$ cat src/rtl/binbcd_pkg.sv
// Shared definitions for the sequential binary-to-BCD converter.
package binbcd_pkg;

  // 2-bit binary state encoding
  localparam logic [1:0] ST_IDLE = 2'd0;
  localparam logic [1:0] ST_CONV = 2'd1;
  localparam logic [1:0] ST_DONE = 2'd2;

  // Smallest w such that 2^w >= v; used as clog2(N+1) for the iteration counter
  function automatic int clog2(input int v);
    int w;
    w = 0;
    for (int i = 0; i < 32; i++) begin
      if ((1 << w) < v) w = w + 1;
    end
    return w;
  endfunction

  // 10^d, used to confirm D digits can hold 2^N - 1
  function automatic int pow10(input int d);
    int r;
    r = 1;
    for (int i = 0; i < d; i++) r = r * 10;
    return r;
  endfunction

endpackage

$ cat src/rtl/add3.sv
// Double-dabble digit correction: add 3 to a BCD digit that is 5 or more.
// Inputs are at most 9, so the result is at most 12 and never carries out.
module add3 (
  input  logic [3:0] din,
  output logic [3:0] dout
);

  // Conditional +3 ahead of the shift
  always_comb begin
    dout = (din >= 4'd5) ? (din + 4'd3) : din;
  end

endmodule

$ cat src/rtl/binbcd_seq.sv
// Sequential binary-to-BCD converter, one double-dabble iteration per clock.
// The result register only updates when a conversion finishes, so downstream
// display logic never sees partial digits.
//
// state   | meaning
// IDLE    | waiting for start; done cycle also lives here
// CONV    | shifting one binary bit per clock, N iterations
// DONE    | copy scratch into the result register, pulse done
module binbcd_seq #(
  parameter int N = 8,
  parameter int D = 3
) (
  input  logic           clk,
  input  logic           clr_n,
  input  logic           start,
  input  logic [N-1:0]   din,
  output logic           busy,
  output logic           done,
  output logic [4*D-1:0] bcd
);
  import binbcd_pkg::*;

  localparam int CW = clog2(N + 1);
  localparam int BW = 4 * D;

  // Reject widths the digit count cannot represent
  if (N < 4 || N > 16 || pow10(D) <= ((1 << N) - 1)) begin : g_param_err
    $fatal(1, "binbcd_seq: illegal parameters N=%0d D=%0d", N, D);
  end

  logic [1:0]    state_q,   state_d;
  logic [N-1:0]  bin_sr_q,  bin_sr_d;
  logic [BW-1:0] scratch_q, scratch_d;
  logic [CW-1:0] cnt_q,     cnt_d;
  logic [BW-1:0] bcd_q,     bcd_d;
  logic          done_q,    done_d;

  logic [BW-1:0] adj;
  logic          unused_adj_msb;

  for (genvar g = 0; g < D; g++) begin : g_add3
    add3 u_add3 (
      .din  (scratch_q[4*g +: 4]),
      .dout (adj[4*g +: 4])
    );
  end

  // Top bit of the adjusted scratch is shifted out; it is always 0 given the D check
  assign unused_adj_msb = adj[BW-1];

  // State and datapath registers
  always_ff @(posedge clk or negedge clr_n) begin
    if (!clr_n) begin
      state_q   <= ST_IDLE;
      bin_sr_q  <= '0;
      scratch_q <= '0;
      cnt_q     <= '0;
      bcd_q     <= '0;
      done_q    <= 1'b0;
    end else begin
      state_q   <= state_d;
      bin_sr_q  <= bin_sr_d;
      scratch_q <= scratch_d;
      cnt_q     <= cnt_d;
      bcd_q     <= bcd_d;
      done_q    <= done_d;
    end
  end

  // Next-state: the iteration with cnt==1 is the last one
  always_comb begin
    state_d = state_q;
    case (state_q)
      ST_IDLE: if (start) state_d = ST_CONV;
      ST_CONV: if (cnt_q == CW'(1)) state_d = ST_DONE;
      ST_DONE: state_d = ST_IDLE;
      default: state_d = ST_IDLE;
    endcase
  end

  // Datapath: load on accept, adjust-then-shift while converting, publish at the end
  always_comb begin
    bin_sr_d  = bin_sr_q;
    scratch_d = scratch_q;
    cnt_d     = cnt_q;
    bcd_d     = bcd_q;
    done_d    = 1'b0;
    case (state_q)
      ST_IDLE: begin
        if (start) begin
          bin_sr_d  = din;
          scratch_d = '0;
          cnt_d     = CW'(N);
        end
      end
      ST_CONV: begin
        scratch_d = {adj[BW-2:0], bin_sr_q[N-1]};
        bin_sr_d  = {bin_sr_q[N-2:0], 1'b0};
        cnt_d     = cnt_q - CW'(1);
      end
      ST_DONE: begin
        bcd_d  = scratch_q;
        done_d = 1'b1;
      end
      default: ;
    endcase
  end

  // Outputs: busy decodes the state, done and bcd come straight from flops
  always_comb begin
    busy = (state_q != ST_IDLE);
    done = done_q;
    bcd  = bcd_q;
  end

endmodule

$ cat config.mk
export PLATFORM = sky130hd
export DESIGN_NAME = binbcd_seq
export DESIGN_NICKNAME = d
export VERILOG_FILES = /design/src/rtl/binbcd_pkg.sv /design/src/rtl/add3.sv /design/src/rtl/binbcd_seq.sv
export SDC_FILE = /design/constraint.sdc
export NUM_CORES = 1
export LEC_CHECK = 0
export ABC_CLOCK_PERIOD_IN_PS = 2450
export CORE_ASPECT_RATIO = 2
export CORE_MARGIN = 10
export CORE_UTILIZATION = 58
export DETAILED_ROUTE_END_ITERATION = 6
export PLACE_DENSITY = 0.83
export SYNTH_ARGS = -nofsm -noshare
export SYNTH_HDL_FRONTEND = slang
export SYNTH_SLANG_ARGS = --single-unit
$ cat constraint.sdc
create_clock -name clk -period 2.45 [get_ports clk]
set_clock_uncertainty 0.05 [all_clocks]
set_input_delay 0.245 -clock clk [delete_from_list [all_inputs] [get_ports clk]]
set_output_delay 0.245 -clock clk [all_outputs]
set_load 0.01 [all_outputs]
After elaboration in Yosys (flattened, before gate mapping)
Cells that the tools add are included.
{"block": "op_classes", "div_mod_pow": 0, "bitwise_logic": 0, "n_reduce_logical": 5, "n_eq_ne": 5, "mul": 0, "order_cmp": 3, "n_mux": 13, "add_sub_neg": 4, "n_shift": 0}
{"op": "$pmux W12 S2", "count": 1}
{"op": "$pmux W8 S2", "count": 1}
{"op": "$ge A4 B3 Y1 const B", "count": 3}
{"op": "$mux W12", "count": 1}
{"op": "$mux W4", "count": 3}
{"op": "$add A4 B2 Y4 const B", "count": 2}
{"op": "$mux W8", "count": 1}
{"op": "$pmux W4 S2", "count": 1}
{"op": "$eq A4 B1 Y1 const B", "count": 1}
{"op": "$mux W2", "count": 2}
{"op": "$ne A2 B2 Y1 const B", "count": 2}
{"op": "$pmux W2 S2", "count": 1}
{"op": "$reduce_and A2 Y1", "count": 2}
{"op": "$reduce_bool A2 Y1", "count": 2}
{"op": "$sub A4 B1 Y4 const B", "count": 1}
{"op": "$add A3 B2 Y3 const B", "count": 1}
{"op": "$mux W3", "count": 1}
{"op": "$eq A2 B1 Y1 const B", "count": 1}
{"op": "$eq A2 B2 Y1 const B", "count": 1}
{"op": "$logic_not A2 Y1", "count": 1}
{"op": "$mux W1", "count": 1}
{"block": "totals", "mem_bits_rw": 0, "out_inout_bits": 14, "mem_bits_ro": 0, "latch_bits": 0, "elab_cells": 36, "mem_count": 0, "register_bits": 39}

Depth between registers and ports, before layout
Gate-level depths: netlist (run 1).
{"block": "depth", "ltp_word": 3, "depth_mapped": 5, "ltp_nobuf": 5}

By module
From an unflattened synthesis (run 1), not the netlist that was laid out.
{"block": "unflattened", "hier_cells": 175, "area_unflattened_um2": 1900.6}
{"module": "binbcd_seq", "instances": 1, "seq_area_each_um2": 975.9, "cells_each": 127, "area_each_um2": 1596.5}
{"module": "add3", "instances": 3, "seq_area_each_um2": 0.0, "cells_each": 16, "area_each_um2": 101.3}

Least setup slack after synthesis (run 1)
OpenSTA, ideal clock, no wires.
{"block": "synth_path", "path_type": "reg-to-reg", "startpoint": "register scratch_q[4]", "endpoint": "register scratch_q[8]", "t_required_ns": 2.299, "path_slack_ns": 1.136, "stages_incl_launch_ff": 6, "arrival_ns": 1.164, "period_less_slack_ns": 1.314, "setup_ns": 0.101, "n_path_buf": 0, "path_cell_list": "dfrtp_1 -> inv_1 -> ha_1 -> nor2b_1 -> o21a_1 -> o32ai_1"}
{"block": "synth_between", "elab_chain_cells": 3, "elab_cells_between_ends": 4}
{"element": "start, declared", "line": "binbcd_seq.sv:33", "text": "logic [BW-1:0] scratch_q, scratch_d;"}
{"element": "start signal, assigned", "line": "binbcd_seq.sv:63", "text": "scratch_q <= scratch_d;"}
{"element": "$add A4 B2 Y4 / $ge A4 B3 Y1 (equally long branches)", "line": "add3.sv:10", "text": "dout = (din >= 4'd5) ? (din + 4'd3) : din;"}
{"element": "$mux W4 *", "line": "add3.sv:10"}
{"element": "$pmux W12 S2 *", "line": "binbcd_seq.sv:88", "text": "case (state_q)"}
Mark *: on every way between the ends. The rest lies on a longest branch, timed or not.
A chain may end at the register's enable or synchronous reset.

Worst setup path after layout (run 1)
{"block": "layout_path", "startpoint": "register state_q[1]", "endpoint": "output port busy"}
{"block": "layout_between", "elab_chain_cells": 1}
{"element": "start, declared", "line": "binbcd_seq.sv:31", "text": "logic [1:0] state_q, state_d;"}
{"element": "start signal, assigned", "line": "binbcd_seq.sv:61", "text": "state_q <= state_d;"}
{"element": "$reduce_bool A2 Y1", "line": "binbcd_seq.sv:111", "text": "busy = (state_q != ST_IDLE);"}
{"element": "end, declared", "line": "binbcd_seq.sv:17", "text": "output logic busy,"}
Every way passes these cells.

==> out/qor.yml, run 1 <==
slowest_delay_ns: 0.72
fin_tns_setup_ns: 0
post_cts_buffers: 0
grt_max_degree: 40
numClockSinks: 39
drv_slew: 0
via_per_inst: 6.05
cts.htree.levels: 2
arrival_ns: 1.78
syn-num-nets: 209
place_inst: 235
hpwl_um: 2840
synth_cells: 190
synth_top_area_share_pct: 50.9
cts_tree: "done"
cp.required_ns: 2.15
die_h_um: 101
slowest_stage: "dfrtp_1"
clock-root-buffer: "clkbuf_8"
synth.area.mux_share_pct: 1.11
grt_first_pass_wirelength_um: 6650
path_class: "flip-flop to output port"
initialDrtViolationCount: 31
remaining_drc_errors: 0
synthSimpleGateAreaFrac_pct: 12.5
power_density_nw_per_um2: 1240
wl_per_cell_um: 16.2
finalCoreUtilization_pct: 69.5
leakage_nw: 0.983
fillers: 263
nNetsFinal: 230
synth-seq-area-share_pct: 50.9
drtAntennaViolNets: 0
fin_crit_ns: 2.08
min_path_type: "input pin to asynchronous set/reset pin"
rsz0062_at_grt: "false"
portBuffers: 24
post_route_cells_drive_above_1_share_pct: 6.60
dieArea_um2: 6140
syn2layout_area_growth_pct: 15.7
overflow: 0
slew_headroom_pct: 43.4
post-route-period-util_pct: 84.7
ios: 25
ir_drop_uv: 745
netlist_area_um2: 1920
yosysTopAreaCell: "dfrtp_1"
fp.dieW_um: 60.7
status: "completed"
cp_max_fo: 17
multi_input_area_um2: 828
wl_um: 3930
row_count: 29
setup_viol: 0
ys_types: 33
start_util_pct: 60.0
numCtsBuffers: 5
dr.pass1.iters: 4
postCtsHoldBufs: 0
crit_family: "flip-flops"
grt_use_total_pct: 13.6
postSynthAreaPerCell_um2: 10.1
clockBufferDepth: 2
ys.warnings.count: 0
crit_chain: "or2_2 > clkdlybuf4s50_1"
synth-seq-cells: 39
synth_xor_area_share_pct: 0.914
synth-compound-area-share_pct: 23.5
n_antenna_cell: 0
tightest_slew_ns: 0.849
core_um2: 3190
maxCapViolCount: 0
path_buf_inv: 1
fmax_ghz: 0.482
vias: 1469
synthTopCellsByArea: "dfrtp_1 (51%), o21ai_0 (6.3%), ha_1 (5.2%)"
fin_cells: 243
startpoint_type: "flip-flop"
clkTransAtPathRegs_ns: 0.08
synth_top_family_by_area: "compound AO/OA/AOI/OAI gates"
final-seq-area_um2: 976
finalHoldViolations: 0
worstSkewPairLatency_ns: 0.29
crit_path_end_kind: "output port"
antenna_found_initial: 0
cts_resized: 0
grt_pass1_vias: 1522
synth_fa_ha_area_share_pct: 5.22
place_congestion: 0.785
-- final timing paths --
| check | end | cells after the start | slack (ns) | startpoint |
|---|---|---|---|---|
| worst max-delay path | busy | 2 | 0.37 | state_q[1] |
| worst min-delay path | scratch_q[11] | 1 | 0.002 | clr_n |
| worst max register to register | bcd[8] | 3 | 0.71 | state_q[1] |
| worst min register to register | bcd[6] | 2 | 0.43 | bcd[6] |
| max in group asynchronous | bin_sr_q[0] | 1 | 1.81 | clr_n |
| min in group clk | bcd[6] | 2 | 0.43 | bcd[6] |
-- cells in the mapped netlist, drive strengths merged --
library cell  count
a32o              3
mux2              1
or2b              1
clkbuf            1
o211ai            3
o21bai            1
inv              15
o22ai             1
o221ai            3
a21oi             9
a31oi             1
o32ai             2
or2               1
o2111ai           6
o21a              3
dfrtp            39
nand2            21
o21ba             1
ha                8
a22o              1
o31ai             3
mux2i             1
nor3              1
nand2b            5
nor2              3
xnor2             2
o21ai            24
a22oi             7
and3              1
buf               9
nor2b            13
-- layout make-up --
class	instances	area share [%]
Inverter	15	2.54
Tap cell	31	1.75
Clock buffer	5	3.10
Timing Repair Buffer	24	10.6
Clock inverter	3	0.677
Multi-Input combinational cell	126	37.3
Sequential cell	39	44.0
-- through the flow --
| stage | hold WS (ns) | setup slack (ns) | power, W | area, um^2 |
|---|---|---|---|---|
| 2_1_floorplan | -0.101 | 1.14 | 0.00195 | 1920 |
| 3_3_place_gp | 0.331 | 0.643 | 0.00226 | 2130 |
| 3_5_place_dp | 0.346 | 0.616 | 0.00235 | 2130 |
| 4_1_cts | 0.0315 | 0.390 | 0.00278 | 2220 |
| 5_1_grt | 0.0631 | 0.328 | 0.00297 | 2220 |
| 6_report | 0.00230 | 0.374 | 0.00276 | 2220 |
-- sequential cells by signal, summed over array words and instances, names as in the netlist --
register / flops
cnt_q: 4
scratch_q: 12
state_q: 2
bin_sr_q: 8
bcd: 12
done: 1
-- power breakdown --
group	switching (W)	leakage (nW)	internal, W
Sequential	0.000223	0.510	0.000900
Combinational	0.000634	0.425	0.000583
Clock	0.000225	0.0477	0.000195
-- cell usage in the layout, fill, tap and decap left out, types with 2 or more instances in the layout --
| cell type | n |
|---|---|
| o221ai_1 | 3 |
| o2111ai_1 | 6 |
| a32o_1 | 3 |
| a22oi_1 | 7 |
| nor2b_1 | 12 |
| nor2_1 | 3 |
| o31ai_1 | 3 |
| ha_1 | 8 |
| inv_1 | 15 |
| nand2b_1 | 5 |
| clkinv_2 | 3 |
| nand2_1 | 21 |
| clkdlybuf4s50_1 | 23 |
| xnor2_1 | 2 |
| clkbuf_8 | 5 |
| a21oi_1 | 9 |
| o21a_1 | 3 |
| o21ai_0 | 24 |
| dfrtp_1 | 39 |
| o211ai_1 | 3 |
| o32ai_1 | 2 |
-- routing by layer --
metal	wire length, um	up-vias	GRT usage, %
met4	44	0	5.09
met5	0	-	0
met1	1540	713	14.3
met2	2100	42	23.6
met3	245	4	4.51
li1	-	710	-
-- logic make-up after synthesis --
family                   count (synthesis)
XOR/XNOR                                 2
buffers and inverters                   25
adder cells (fa/ha/maj)                  8
AND/OR/NAND/NOR                         46
AO/OA/AOI/OAI                           68
multiplexers                             2
flip-flops                              39
-- worst register-to-register path: stages, from the launching register on --
cell and delay (ns):
dfrtp_1 0.72, nand2b_1 0.54, nand2_1 0.19, o21ai_0 0.10
No activity file was read; power rests on OpenSTA's default activity.
==> run 2, diff against run 1 <==
--- a/config.mk
+++ b/config.mk
@@ -5,12 +5,12 @@
 export SDC_FILE = /design/constraint.sdc
 export NUM_CORES = 1
 export LEC_CHECK = 0
-export ABC_CLOCK_PERIOD_IN_PS = 2450
+export ABC_CLOCK_PERIOD_IN_PS = 1900
 export CORE_ASPECT_RATIO = 2
 export CORE_MARGIN = 10
-export CORE_UTILIZATION = 58
+export CORE_UTILIZATION = 49
 export DETAILED_ROUTE_END_ITERATION = 6
-export PLACE_DENSITY = 0.83
+export PLACE_DENSITY = 0.75
 export SYNTH_ARGS = -nofsm -noshare
 export SYNTH_HDL_FRONTEND = slang
 export SYNTH_SLANG_ARGS = --single-unit
==> constraint.sdc (replaced) <==
create_clock -name clk -period 1.9 [get_ports clk]
set_clock_uncertainty 0.05 [all_clocks]
set_input_delay 0.19 -clock clk [delete_from_list [all_inputs] [get_ports clk]]
set_output_delay 0.19 -clock clk [all_outputs]
set_load 0.01 [all_outputs]
==> run 2 against run 1 <==
Hold slack gained 0.31 ns. Setup slack lost 0.26 ns. Register-to-register slack lost 0.38 ns. Global-route usage is essentially flat. Sequential power grew 27%. Via count grew 5.4%. Critical endpoint unchanged.
==> out/qor.yml, run 2 (synthesis gave the netlist of run 1 again) <==
reg2reg_depth: 4  # +1
post-route-period-util_pct: 93.8
fmax_ghz: 0.561
n_antenna_cell: 0  # unchanged
grt_first_pass_wirelength_um: 7560  # +14%
start_util_pct: 50.4  # -9.6 points
drtAntennaViolNets: 0  # unchanged
cts_tree: "done"
nNetsFinal: 240  # +4.3%
rsz0062_at_grt: "false"
final_common_cell: "dfrtp_1"
clockBufferDepth: 2  # unchanged
worstReg2RegStart: "state_q[1]"
arrival_ns: 1.54  # -0.24 ns
place_congestion: 0.820  # +4.4%
worstSkewPairLatency_ns: 0.29  # about the same
final-seq-area_um2: 976  # unchanged
r2r_end: "bin_sr_q[7]"
grt_max_degree: 26  # -35%
numClockSinks: 39  # unchanged
multi_input_area_um2: 828  # unchanged
slowest_stage: "clkdlybuf4s50_1"
via_per_inst: 5.67  # -6.1%
min_path_type: "input pin to asynchronous set/reset pin"
initialDrtViolationCount: 70  # +130%
power_density_nw_per_um2: 1590  # +28%
dieArea_um2: 6970  # +13%
wl_per_cell_um: 16.5  # +1.8%
row_count: 32  # +10%
startpoint_type: "flip-flop"
crit_path_end_kind: "output port"
p_total_w: 0.00372  # +35%
finalCoreUtilization_pct: 61.5  # -7.9 points
portBuffers: 24  # unchanged
die_h_um: 108  # +7.1%
fp.dieW_um: 64.2  # +5.9%
vias: 1549  # +5.4%
numCtsBuffers: 5  # unchanged
finalHoldViolations: 0  # unchanged
cts_resized: 0  # unchanged
maxCapViolCount: 0  # unchanged
cts.htree.levels: 2  # unchanged
crit_chain: "or2_2 > clkdlybuf4s50_1"
status: "completed"
syn2layout_area_growth_pct: 22.1
mostFrequentLayoutCells: "dfrtp_1 (39), o21ai_0 (24), clkdlybuf4s50_1 (23)"
cp.required_ns: 1.66  # -0.49 ns
core_um2: 3800  # +19%
slowest_delay_ns: 0.48  # -0.24 ns
cp_max_fo: 7  # -10
holdWs_ns: 0.315  # +0.312 ns
clock-root-buffer: "clkbuf_8"
ios: 25  # unchanged
ir_drop_uv: 827  # +11%
grt_pass1_vias: 1632  # +7.2%
path_buf_inv: 1  # unchanged
antenna_found_initial: 0  # unchanged
setup_viol: 0  # unchanged
fillers: 322  # +22%
slew_headroom_pct: 63.8  # +20 points
path_class: "flip-flop to output port"
fin_crit_ns: 1.78
crit_family: "buffers and inverters"
overflow: 0  # unchanged
clkTransAtPathRegs_ns: 0.08  # about the same
remaining_drc_errors: 0  # unchanged
reg2reg_slack_ns: 0.33  # -0.38 ns
fin_tns_setup_ns: 0  # unchanged
hpwl_um: 3530  # +24%
grt_use_total_pct: 13.6  # +0.030 points
wl_um: 4490  # +14%
drv_slew: 0  # unchanged
post_route_cells_drive_above_1_share_pct: 10.4  # +3.8 points
dr.pass1.iters: 4  # unchanged
tightest_slew_ns: 0.543  # -0.306 ns
leakage_nw: 1.03  # +5.0%
-- run 2: cell count changes in the layout (fill, tap and decap cells not counted), sizes merged --
cell         before  now
buf               1   10
clkinvlp          0    1
clkinv            3    0
clkbuf            5    7
dlygate4sd3       0    1
-- run 2: area by class of cell --
class / count / share of cell area [%]
clock buffer: 7 / 4.12
inverter: 15 / 2.41
multi-input combinational: 126 / 35.4
timing repair buffer: 34 / 13.4
clock inverter: 1 / 0.321
tap: 51 / 2.73
sequential: 39 / 41.7
-- run 2: layer usage --
| metal | vias to the layer above | track usage [%] | share of wire (%) |
|---|---|---|---|
| li1 | 730 | - | - |
| met1 | 769 | 12.3 | 36 |
| met2 | 41 | 26.5 | 58 |
| met3 | 9 | 3.52 | 4.2 |
| met4 | 0 | 6.92 | 2.2 |
| met5 | - | 0 | 0 |
-- run 2: timing repair --
item / CTS / global route
hold endpoints to repair: 18 / 0
hold buffers: 1 / 0
setup buffers: 0 / 0
-- run 2: report_power, final --
group	switching, W	internal, W
combinational	0.000881	0.000800
clock	0.000288	0.000330
sequential	0.000261	0.00116
-- run 2: worst register-to-register path, delay by kind of cell, from the launching register on --
| family | cells | cell delay, ns |
|---|---|---|
| compound gates | 2 | 0.31 |
| buf+inv | 1 | 0.22 |
| flops | 1 | 0.46 |
| simple gates | 1 | 0.45 |
-- run 2: worst max path at each step --
stage | start | endpoint | depth (start not counted) | slack (ns)
global placement | start | bin_sr_q[4] | 4 | 0.26
global route | state_q[0] | busy | 2 | 0.08
finish | state_q[0] | busy | 2 | 0.12
floorplan | scratch_q[4] | scratch_q[8] | 5 | 0.59
detailed placement | start | bin_sr_q[7] | 4 | 0.16
CTS | state_q[1] | busy | 2 | 0.11
-- run 2: metrics by stage --
step                      instances  area (um^2)  setup WS (ns)
final                           273         2340          0.119
after global routing            273         2340         0.0792
after CTS                       273         2340          0.108
after detailed placement        264         2230          0.158
after global placement          264         2230          0.257
after floorplan                 190         1920          0.586
==> run 3, diff against run 2 <==
--- a/config.mk
+++ b/config.mk
@@ -5,12 +5,13 @@
 export SDC_FILE = /design/constraint.sdc
 export NUM_CORES = 1
 export LEC_CHECK = 0
-export ABC_CLOCK_PERIOD_IN_PS = 1900
+export ABC_CLOCK_PERIOD_IN_PS = 2000
 export CORE_ASPECT_RATIO = 2
 export CORE_MARGIN = 10
-export CORE_UTILIZATION = 49
+export CORE_UTILIZATION = 54
 export DETAILED_ROUTE_END_ITERATION = 6
-export PLACE_DENSITY = 0.75
+export HOLD_SLACK_MARGIN = 0.15
+export PLACE_DENSITY = 0.78
 export SYNTH_ARGS = -nofsm -noshare
 export SYNTH_HDL_FRONTEND = slang
 export SYNTH_SLANG_ARGS = --single-unit
==> constraint.sdc (replaced) <==
create_clock -name clk -period 2 [get_ports clk]
set_clock_uncertainty 0.05 [all_clocks]
set_input_delay 0.2 -clock clk [delete_from_list [all_inputs] [get_ports clk]]
set_output_delay 0.2 -clock clk [all_outputs]
set_load 0.01 [all_outputs]
==> run 3 against run 2 <==
Critical path type unchanged. Sequential share of layout area grew 0.41 points. Final cell count shrank 1.8%. Sequential cell count is the same. Hold slack gained 0.11 ns. Register-to-register slack gained 0.12 ns. Clock-buffer cell count grew 1. Global-route usage shrank 0.14 points. Largest power group unchanged. Non-clock buffer count shrank 2. Clock power shrank 7.9%.
==> out/qor.yml, run 3 (synthesis gave the netlist of run 1 again) <==
cts_resized: 0  # unchanged
ir_drop_uv: 868  # +5.0%
startpoint_type: "flip-flop"
clock-root-buffer: "clkbuf_8"
final_common_cell: "dfrtp_1"
post_cts_buffers: 0  # unchanged
syn2layout_area_growth_pct: 21.0
antenna_found_initial: 0  # unchanged
post_route_cells_drive_above_1_share_pct: 9.09  # -1.3 points
arrival_ns: 1.57  # +0.03 ns
setup_viol: 0  # unchanged
slew_headroom_pct: 43.4  # -20 points
die_h_um: 104  # -3.9%
worstSkewPairLatency_ns: 0.29  # about the same
core_um2: 3420  # -10%
cp.required_ns: 1.75  # +0.09 ns
rsz0062_at_grt: "false"
post-route-period-util_pct: 91.1
maxCapViolCount: 0  # unchanged
overflow: 0  # unchanged
p_total_w: 0.00349  # -6.3%
grt_max_degree: 40  # +54%
ios: 25  # unchanged
drv_slew: 0  # unchanged
wl_per_cell_um: 15.4  # -6.4%
hpwl_um: 3140  # -11%
clkTransAtPathRegs_ns: 0.07  # about the same
drtAntennaViolNets: 0  # unchanged
grt_first_pass_wirelength_um: 7260  # -3.9%
grt_use_total_pct: 13.5  # -0.14 points
numClockSinks: 39  # unchanged
remaining_drc_errors: 0  # unchanged
min_path_type: "flip-flop to flip-flop"
dieArea_um2: 6480  # -7.0%
dr.pass1.iters: 4  # unchanged
cp_max_fo: 8  # +1
wl_um: 4130  # -8.1%
path_class: "flip-flop to output port"
n_antenna_cell: 0  # unchanged
fin_crit_ns: 1.82
met3_usage_pct: 4.85  # +1.3 points
start_util_pct: 56.1  # +5.7 points
portBuffers: 24  # unchanged
numCtsBuffers: 5  # unchanged
cts.htree.levels: 2  # unchanged
via_per_inst: 5.61  # -1.2%
nNetsFinal: 238  # -0.83%
cts_tree: "done"
fin_tns_setup_ns: 0  # unchanged
finalHoldViolations: 0  # unchanged
place_congestion: 0.837  # +2.1%
grt_pass1_vias: 1599  # -2.0%
fp.dieW_um: 62.1  # -3.3%
fmax_ghz: 0.549
use_met1_pct: 13.1  # +0.76 points
status: "completed"
postCtsHoldBufs: 1  # unchanged
tightest_slew_ns: 0.849  # +0.306 ns
mostFrequentLayoutCells: "dfrtp_1 (39), o21ai_0 (24), clkdlybuf4s50_1 (23)"
crit_path_end_kind: "output port"
reg2reg_slack_ns: 0.45  # +0.12 ns
vias: 1503  # -3.0%
power_density_nw_per_um2: 1500  # -5.4%
clockBufferDepth: 2  # unchanged
grt-busiest-layer: "met2"
leakage_nw: 1.02  # -0.79%
grt.met2_usage_pct: 23.8  # -2.6 points
row_count: 30  # -6.3%
initialDrtViolationCount: 33  # -53%
-- run 3: cell count changes in the layout (fill, tap and decap cells not counted), sizes merged --
| cell | change |
|---|---|
| buf | -2 |
| clkbuf | +1 |
| clkinvlp | -1 |
-- run 3: per-layer routing --
metal	up-vias	part of all wire (%)	wire, um
met3	9	6.2	256
met4	0	2.9	120
li1	729	-	-
met1	721	37	1530
met2	44	54	2220
met5	-	0	0
-- run 3: cell type report --
type,count,area (um^2)
multi-input cells,126,828
well taps,48,60.1
fillers,280,1100
clock buffers,8,100
flip-flops and latches,39,976
repair buffers,32,298
inverters,15,56.3
-- run 3: final timing paths --
path                         startpoint             to  depth (start not counted)
max in group asynchronous         clr_n    bin_sr_q[6]                          2
hold / removal                   bcd[5]         bcd[5]                          2
setup / recovery             state_q[0]           busy                          2
hold reg to reg                  bcd[5]         bcd[5]                          2
setup reg to reg           scratch_q[0]   scratch_q[1]                          5
min in group asynchronous         clr_n  scratch_q[11]                          2
-- run 3: critical path, cell delays in order (launching register included) --
cell             delay [ns]
dfrtp_1                0.46
or2_2                  0.32
clkdlybuf4s50_1        0.50
-- run 3: stage by stage --
step | util, % | instances | area, um^2 | hold slack [ns] | worst slack (ns)
6_report | 67.9 | 268 | 2320 | 0.425 | 0.178
5_1_grt | 67.9 | 268 | 2320 | 0.460 | 0.120
4_1_cts | 67.9 | 268 | 2320 | 0.435 | 0.167
3_5_place_dp | 64.7 | 259 | 2210 | 0.300 | 0.365
3_3_place_gp | 64.7 | 259 | 2210 | 0.287 | 0.473
2_1_floorplan | - | 190 | 1920 | -0.146 | 0.686
-- run 3: report_power, final --
part	leakage, nW	switching, W	internal [W]
logic	0.462	0.000822	0.000756
clock network	0.0515	0.000254	0.000314
registers	0.510	0.000237	0.00110
total	1.02	0.00131	0.00217
